**src/rtl/shot_scheduler.sv**
```systemverilog
// Frame-paced round-robin shot arbiter: latches shoot requests, grants one eligible
// requester per i_cal_frame strobe and applies a per-requester cooldown in frames.
module shot_scheduler #(
    parameter int unsigned N_REQ           = 4,
    parameter int unsigned COOLDOWN_FRAMES = 3
) (
    input  logic                       i_clk,
    input  logic                       i_rst_n,
    input  logic                       i_cal_frame,
    input  logic                       i_enable,
    input  logic [N_REQ-1:0]           i_shoot_req,
    output logic [N_REQ-1:0]           o_grant,
    output logic                       o_grant_valid,
    output logic [$clog2(N_REQ)-1:0]   o_grant_id,
    output logic [N_REQ-1:0]           o_pending,
    output logic [N_REQ-1:0]           o_cooldown_active
);

    localparam int unsigned IDW = $clog2(N_REQ);

    logic [N_REQ-1:0] r_pending;
    logic [N_REQ-1:0] r_grant;
    logic             r_grant_valid;
    logic [IDW-1:0]   r_grant_id;
    logic [IDW-1:0]   r_last;
    logic [7:0]       r_cnt [N_REQ];

    logic [N_REQ-1:0] w_elig;
    logic [N_REQ-1:0] w_onehot;
    logic [N_REQ-1:0] w_clear;
    logic [IDW-1:0]   w_sel;
    logic             w_found;
    int unsigned      w_j;

    always_comb begin
        for (int unsigned i = 0; i < N_REQ; i++) begin
            w_elig[i]            = r_pending[i] & (r_cnt[i] == 8'd0) & i_enable;
            o_cooldown_active[i] = (r_cnt[i] != 8'd0);
        end
    end

    // Search starts one past the last granted index and wraps around.
    always_comb begin
        w_found = 1'b0;
        w_sel   = '0;
        w_j     = 0;
        for (int unsigned k = 1; k <= N_REQ; k++) begin
            w_j = (32'(r_last) + k) % N_REQ;
            if (!w_found && w_elig[IDW'(w_j)]) begin
                w_found = 1'b1;
                w_sel   = IDW'(w_j);
            end
        end
    end

    assign w_onehot = w_found ? (N_REQ'(1) << w_sel) : '0;
    assign w_clear  = i_cal_frame ? w_onehot : '0;

    always_ff @(posedge i_clk or negedge i_rst_n) begin
        if (!i_rst_n) begin
            r_pending     <= '0;
            r_grant       <= '0;
            r_grant_valid <= 1'b0;
            r_grant_id    <= '0;
            r_last        <= IDW'(N_REQ - 1);
            for (int unsigned i = 0; i < N_REQ; i++) begin
                r_cnt[i] <= 8'd0;
            end
        end else begin
            // A pulse arriving with the strobe re-sets the bit the grant is clearing.
            if (i_enable) begin
                r_pending <= (r_pending & ~w_clear) | i_shoot_req;
            end else begin
                r_pending <= '0;
            end
            if (i_cal_frame) begin
                r_grant       <= w_onehot;
                r_grant_valid <= w_found;
                r_grant_id    <= w_found ? w_sel : '0;
                if (w_found) begin
                    r_last <= w_sel;
                end
                for (int unsigned i = 0; i < N_REQ; i++) begin
                    if (w_onehot[i]) begin
                        r_cnt[i] <= 8'(COOLDOWN_FRAMES);
                    end else if (r_cnt[i] != 8'd0) begin
                        r_cnt[i] <= r_cnt[i] - 8'd1;
                    end
                end
            end
        end
    end

    assign o_grant       = r_grant;
    assign o_grant_valid = r_grant_valid;
    assign o_grant_id    = r_grant_id;
    assign o_pending     = r_pending;

endmodule
```
**config.mk**
```make
export PLATFORM = sky130hd
export DESIGN_NAME = shot_scheduler
export DESIGN_NICKNAME = d
export VERILOG_FILES = /design/src/rtl/shot_scheduler.sv
export SDC_FILE = /design/constraint.sdc
export NUM_CORES = 1
export LEC_CHECK = 0
export CAP_MARGIN = 20
export CORE_MARGIN = 3
export CORE_UTILIZATION = 45
export CTS_CLUSTER_DIAMETER = 30
export DETAILED_ROUTE_END_ITERATION = 6
export DONT_BUFFER_PORTS = 1
export PLACE_DENSITY = 0.63
export SYNTH_ARGS = -nofsm -noshare
export SYNTH_HDL_FRONTEND = slang
export SYNTH_SLANG_ARGS = --single-unit
```
**constraint.sdc**
```tcl
create_clock -name i_clk -period 5 [get_ports i_clk]
set_input_delay 1 -clock i_clk [delete_from_list [all_inputs] [get_ports i_clk]]
set_output_delay 1 -clock i_clk [all_outputs]
set_load 0.01 [all_outputs]
```
==> results_dict.tcl, run 1 <==
set metrics [dict create \
    antenna_cells 0 \
    final.fill_count 443 \
    io_pins 23 \
    core_area_um2 4817 \
    synth_mux_area_share_pct 0.4897 \
    synthAdderAreaFrac_pct 4.353 \
    rsz0062_at_grt "false" \
    path_max_fanout 4 \
    synth_seq_cells 45 \
    finalCritPeriodShare_pct 56.42 \
    syn2layout_area_growth_pct 6.583 \
    cp-startpoint "r_cnt[24]" \
    drc 0 \
    vias 1617 \
    clock_skew_ns 0.003424 \
    rows 25 \
    setup_ws_ns 2.179 \
    worst_path_max_delay_cell "or3b_2" \
    overflow 0 \
    synthesis.instances 235 \
    final_common_cell "dfrtp_1" \
    pre_cts_ws_ns 2.416 \
    cts_root_buffer "clkbuf_8" \
    clkSinkCount 45 \
    critPathTopFamily "simple AND/OR/NAND/NOR gates" \
    final_cell_mix "43 x dfrtp_1, 21 x nand2_1, 19 x inv_1" \
    syn_nets 251 \
    ir_drop_mv 0.2314 \
    final_nets 252 \
    htreeDepth 2 \
    r2r-start "r_cnt[24]" \
    final_antenna_net_count 0 \
    worstPathArrival_ns 1.82 \
    path_buf_inv 1 \
    max_freq_mhz 354.5 \
    synth_compound_area_share_pct 13.22 \
    place_congestion 0.8333 \
    path_cells "inv_1, ha_1, or3b_2, or2_2" \
    yosys_most_used_dff "dfrtp_1" \
    die-area_um2 6004 \
    cts_resized 0 \
    cpPeakStageDelay_ns 0.49 \
    die_w_um 77.49 \
    dieHeight_um 77.49 \
    clock_latency_ns 0.29 \
    dr.pass1.iters 5 \
    synth_area_um2 2300 \
    grtUsageMet1_pct 22.41 \
    cts_hold_buf 0 \
    pwr_density_cell_nw_per_um2 475.1 \
    tns_ns 0 \
    synth_cell_types 45 \
    busiest_layer "met2" \
    dpl.hpwl_um 2977 \
    synth_xor_xnor_area_share_pct 6.474 \
    final_layout_size_suffix_gt1_share_pct 9.283 \
    register_area_um2 1129 \
    wirelength_um 4241 \
    clock_path_buffers 2 \
    first_global_vias 1626 \
    crit_path_end_kind "primary output" \
    power.leakage_uw 0.001079 \
    wl_per_cell_um 13.95 \
    track_usage_pct 15.99 \
    outcome "completed" \
    grt_pass1_wl_um 7810 \
    via_per_inst 5.319 \
    hold_path_class "in2async" \
    antenna_found_initial 0 \
    start_kind "register" \
    port-buffer-count 0 \
    fin_crit_ns 2.821 \
    grt_max_degree 46 \
    hold_viol_final 0 \
    cts_setup_buffers 0 \
    multiInputGateArea_um2 1077 \
    maxCapViolCount 0 \
    synthSimpleGateAreaFrac_pct 22.31 \
    synth_top_family_by_area "simple AND/OR/NAND/NOR gates" \
    grtUsageMet3_pct 5.452 \
    ys_seq_area_share_pct 49.08 \
    worstSetupPathType "reg2out" \
    start_util_pct 47.74 \
    max_slew_margin_pct 52.56 \
    ys_async_sr_fraction_pct 100.0 \
    cts_buffers 5 \
    crit_required_ns 4.00 \
    clk_pin_slew_ns 0.09 \
    drt-initial-drc-count 90 \
    met2_usage_pct 24.44 \
    ys_warn_count 0 \
    cts_tree "yes" \
    setup_viol 0 \
    maxSlewViolCount 0 \
    synth-edff-count 0 \
    postSynthAreaPerCell_um2 9.786 \
    worstMarginPinSlew_ns 0.7051 \
]
[metrics by stage]
step	std cells	area (um2)	utilization, %	hold WS (ns)	power (uW)
6_report	304	2451	50.88	0.3902	1165
3_5_place_dp	296	2361	49.01	0.4579	943.6
3_3_place_gp	296	2361	49.01	0.4538	938.2
4_1_cts	304	2451	50.88	0.3821	1177
2_1_floorplan	235	2300	-	0.4340	871.9
5_1_grt	304	2451	50.88	0.3656	1271
[state kept, by name, summed over array words and instances (netlist names)]
name           flops
r_last             2
o_grant            4
o_pending          4
r_cnt             32
o_grant_id         2
o_grant_valid      1
[layer usage]
layer  vias up  part of all wire (%)
li1        831                     -
met1       760                    51
met2        24                    42
met3         2                   6.6
met4         0                  0.57
met5         -                     0
[final cells by class]
| class | instances | area share, % |
|---|---|---|
| clock buffer | 5 | 2.808 |
| clock inverter | 3 | 0.8678 |
| inverter | 19 | 2.910 |
| multi-input combinational | 165 | 43.95 |
| sequential | 45 | 46.04 |
| tap | 67 | 3.420 |
[worst reg2reg max path: cells and delay by family (launching register included)]
family / cells / cell delay [ns]
AOI/OAI and AO/OA: 4 / 1.08
adders and majority gates: 1 / 0.15
buffers and inverters: 1 / 0.13
DFF: 1 / 0.41
and+or+nand+nor: 2 / 0.71
[path summary, 6_finish.rpt]
check | to | slack (ns) | cells after the start
worst max-delay path | o_cooldown_active[0] | 2.18 | 4
min in group i_clk | r_cnt[31] | 0.47 | 1
worst max register to register | o_pending[0] | 2.41 | 8
worst min register to register | r_cnt[31] | 0.47 | 1
worst min-delay path | r_cnt[19] | 0.39 | 0
max in group asynchronous | r_last[0] | 4.43 | 0
[Yosys cell counts, types with 2 or more instances]
cell / number / share of area (%)
or4_1: 3 / 0.98
o211ai_1: 2 / 0.65
or3_1: 4 / 1.1
nor3b_1: 4 / 1.3
a21oi_1: 2 / 0.44
nand2_1: 21 / 3.4
o21ai_0: 16 / 3.5
o31a_1: 2 / 0.76
xnor2_1: 9 / 3.4
a31oi_1: 6 / 1.6
clkbuf_1: 6 / 0.98
nand3_1: 13 / 2.8
inv_1: 19 / 3.1
nor3_1: 8 / 1.7
nand4_1: 3 / 0.82
o22ai_1: 5 / 1.4
dfstp_2: 2 / 2.3
nor2b_1: 2 / 0.54
ha_1: 8 / 4.4
a21o_1: 4 / 1.3
dfrtp_1: 43 / 47
a211o_1: 2 / 0.76
nor2_1: 12 / 2.0
nor4_1: 4 / 1.1
or2_2: 3 / 0.82
o31ai_1: 2 / 0.65
xor2_1: 8 / 3.0
and2_1: 4 / 1.1
nand2b_1: 2 / 0.54
[report_power, final]
group	total (uW)	leakage (uW)	internal, uW	switching (uW)
registers	633	0.000552	501	132
logic	302	0.000482	150	152
clock network	229	0.0000445	99.3	130
[kinds of logic after synthesis]
kind of cell               Yosys count
AOI/OAI and AO/OA                   46
adders and majority gates            8
xor gates and xnor gates            17
DFF                                 45
muxes                                1
and+or+nand+nor                     93
buffers and inverters               25
(Power assumes the default switching activity.)
==> run 2: changes to the inputs <==
- clock period: 5 -> 2.8 ns (I/O delays scaled with it)
==> results_dict.tcl, run 2 (synthesis results as in run 1) <==
set metrics [dict create \
    outcome "completed" \
    port-buffer-count 0 \
    antenna_found_initial 0 \
    path_max_fanout 8 \
    combPwrFrac_pct 27.1 \
    clock_skew_ns 0.009379 \
    cts_tree "yes" \
    worstMarginPinSlew_ns 0.3525 \
    maxSlewViolCount 0 \
    wl_per_cell_um 14.00 \
    p_switching_uw 735.8 \
    power.leakage_uw 0.001122 \
    final_layout_size_suffix_gt1_share_pct 11.16 \
    clk_pin_slew_ns 0.08 \
    final_nets 257 \
    hold_path_class "in2async" \
    final_antenna_net_count 0 \
    wirelength_um 4326 \
    setup_ws_ns 0.3001 \
    clock_latency_ns 0.29 \
    via_per_inst 5.356 \
    internal-power_uw 1412 \
    ir_drop_mv 0.3884 \
    overflow 0 \
    cts_buffers 5 \
    drt-initial-drc-count 69 \
    hold_viol_final 0 \
    first_global_vias 1679 \
    max_slew_margin_pct 76.25 \
    cts_root_buffer "clkbuf_8" \
    syn2layout_area_growth_pct 9.576 \
    cts_resized 0 \
    clkPwrFrac_pct 20.2 \
    io_pins 23 \
    reg2reg_depth 8 \
    final_cell_mix "43 x dfrtp_1, 21 x nand2_1, 19 x inv_1" \
    rsz0062_at_grt "false" \
    regMostFlops "r_cnt" \
    fin_crit_ns 2.500 \
    dr.pass1.iters 6 \
    crit_required_ns 2.99 \
    die_w_um 77.49 \
    max_freq_mhz 400.0 \
    vias 1655 \
    dpl.hpwl_um 2992 \
    core_area_um2 4817 \
    final_common_cell "dfrtp_1" \
    totalPowerFinal_uw 2148 \
    seqPwrFrac_pct 52.7 \
    setup_viol 0 \
    dieHeight_um 77.49 \
    clock_path_buffers 2 \
    start_util_pct 47.74 \
    tns_ns 0 \
    finalCritPeriodShare_pct 89.28 \
    start_kind "register" \
    hold_ws_ns 0.09460 \
    rows 25 \
    worstSetupPathType "reg2reg" \
    htreeDepth 2 \
    die-area_um2 6004 \
    largest_reg_flops 32 \
    maxCapViolCount 0 \
    grt_pass1_wl_um 7983 \
    antenna_cells 0 \
    worstPathArrival_ns 2.69 \
    crit_path_end_kind "register" \
    pre_cts_ws_ns 0.2978 \
    place_congestion 0.7541 \
    p_sw_share_pct 34.25 \
    track_usage_pct 16.65 \
    pwr_density_cell_nw_per_um2 852.5 \
    clkSinkCount 45 \
    drc 0 \
    grt_max_degree 44 \
    cts_setup_buffers 0 \
]
[run 2: cell types whose count changed in the layout (fill, tap and decap cells not counted)]
cell	change
buf_16	+1
buf_4	+4
clkbuf_8	+2
clkinvlp_4	-1
inv_6	-1
[run 2: metrics by stage]
step           std cells  cell area (um2)  util (%)
5_1_grt              309             2520     52.31
3_5_place_dp         300             2391     49.64
3_3_place_gp         300             2391     49.64
6_report             309             2520     52.31
4_1_cts              309             2520     52.31
2_1_floorplan        235             2300         -
[run 2: final timing paths]
kind,slack [ns],end,start
max,0.30,o_pending[0],r_cnt[24]
min,0.09,r_cnt[2],i_rst_n
max reg2reg,0.30,o_pending[0],r_cnt[24]
min reg2reg,0.47,r_cnt[15],r_cnt[15]
max in group asynchronous,2.49,o_grant_valid,i_rst_n
min in group i_clk,0.36,o_pending[3],i_cal_frame
[run 2: repair_timing]
action                     4_1_cts  5_1_grt
hold buffers                     1        0
setup endpoints to repair        0        0
hold endpoints to repair        43        0
[run 2: critical path, cell delays in order, from the launching register on]
cell	delay [ns]
dfrtp_1	0.41
inv_1	0.13
ha_1	0.15
or3b_2	0.49
nor3b_2	0.20
o22ai_1	0.11
a211o_1	0.37
a211o_1	0.34
a22o_1	0.20
[run 2: cell type report]
class	count	area, um2
fillers	452	2297
flip-flops and latches	45	1129
inverters	19	71.32
multi-input cells	165	1077
repair buffers	5	57.56
clock buffers	7	96.34
clock inverters	1	5.005
well taps	67	83.83
[run 2: per-layer routing]
layer | part of all wire (%) | track usage, % | up-vias
met3 | 5.9 | 4.756 | 6
met5 | 0 | 0 | -
met4 | 1.6 | 5.872 | 0
met1 | 51 | 23.31 | 782
met2 | 42 | 24.61 | 31
li1 | - | - | 836
[run 2: power groups by stage]
stage	registers [uW]	clock network, uW	logic, uW
after floorplan	1090	0	469
after CTS	1130	450	590
final	1130	433	583
after global placement	1140	0	561
after global routing	1190	482	684
after detailed placement	1140	0	570
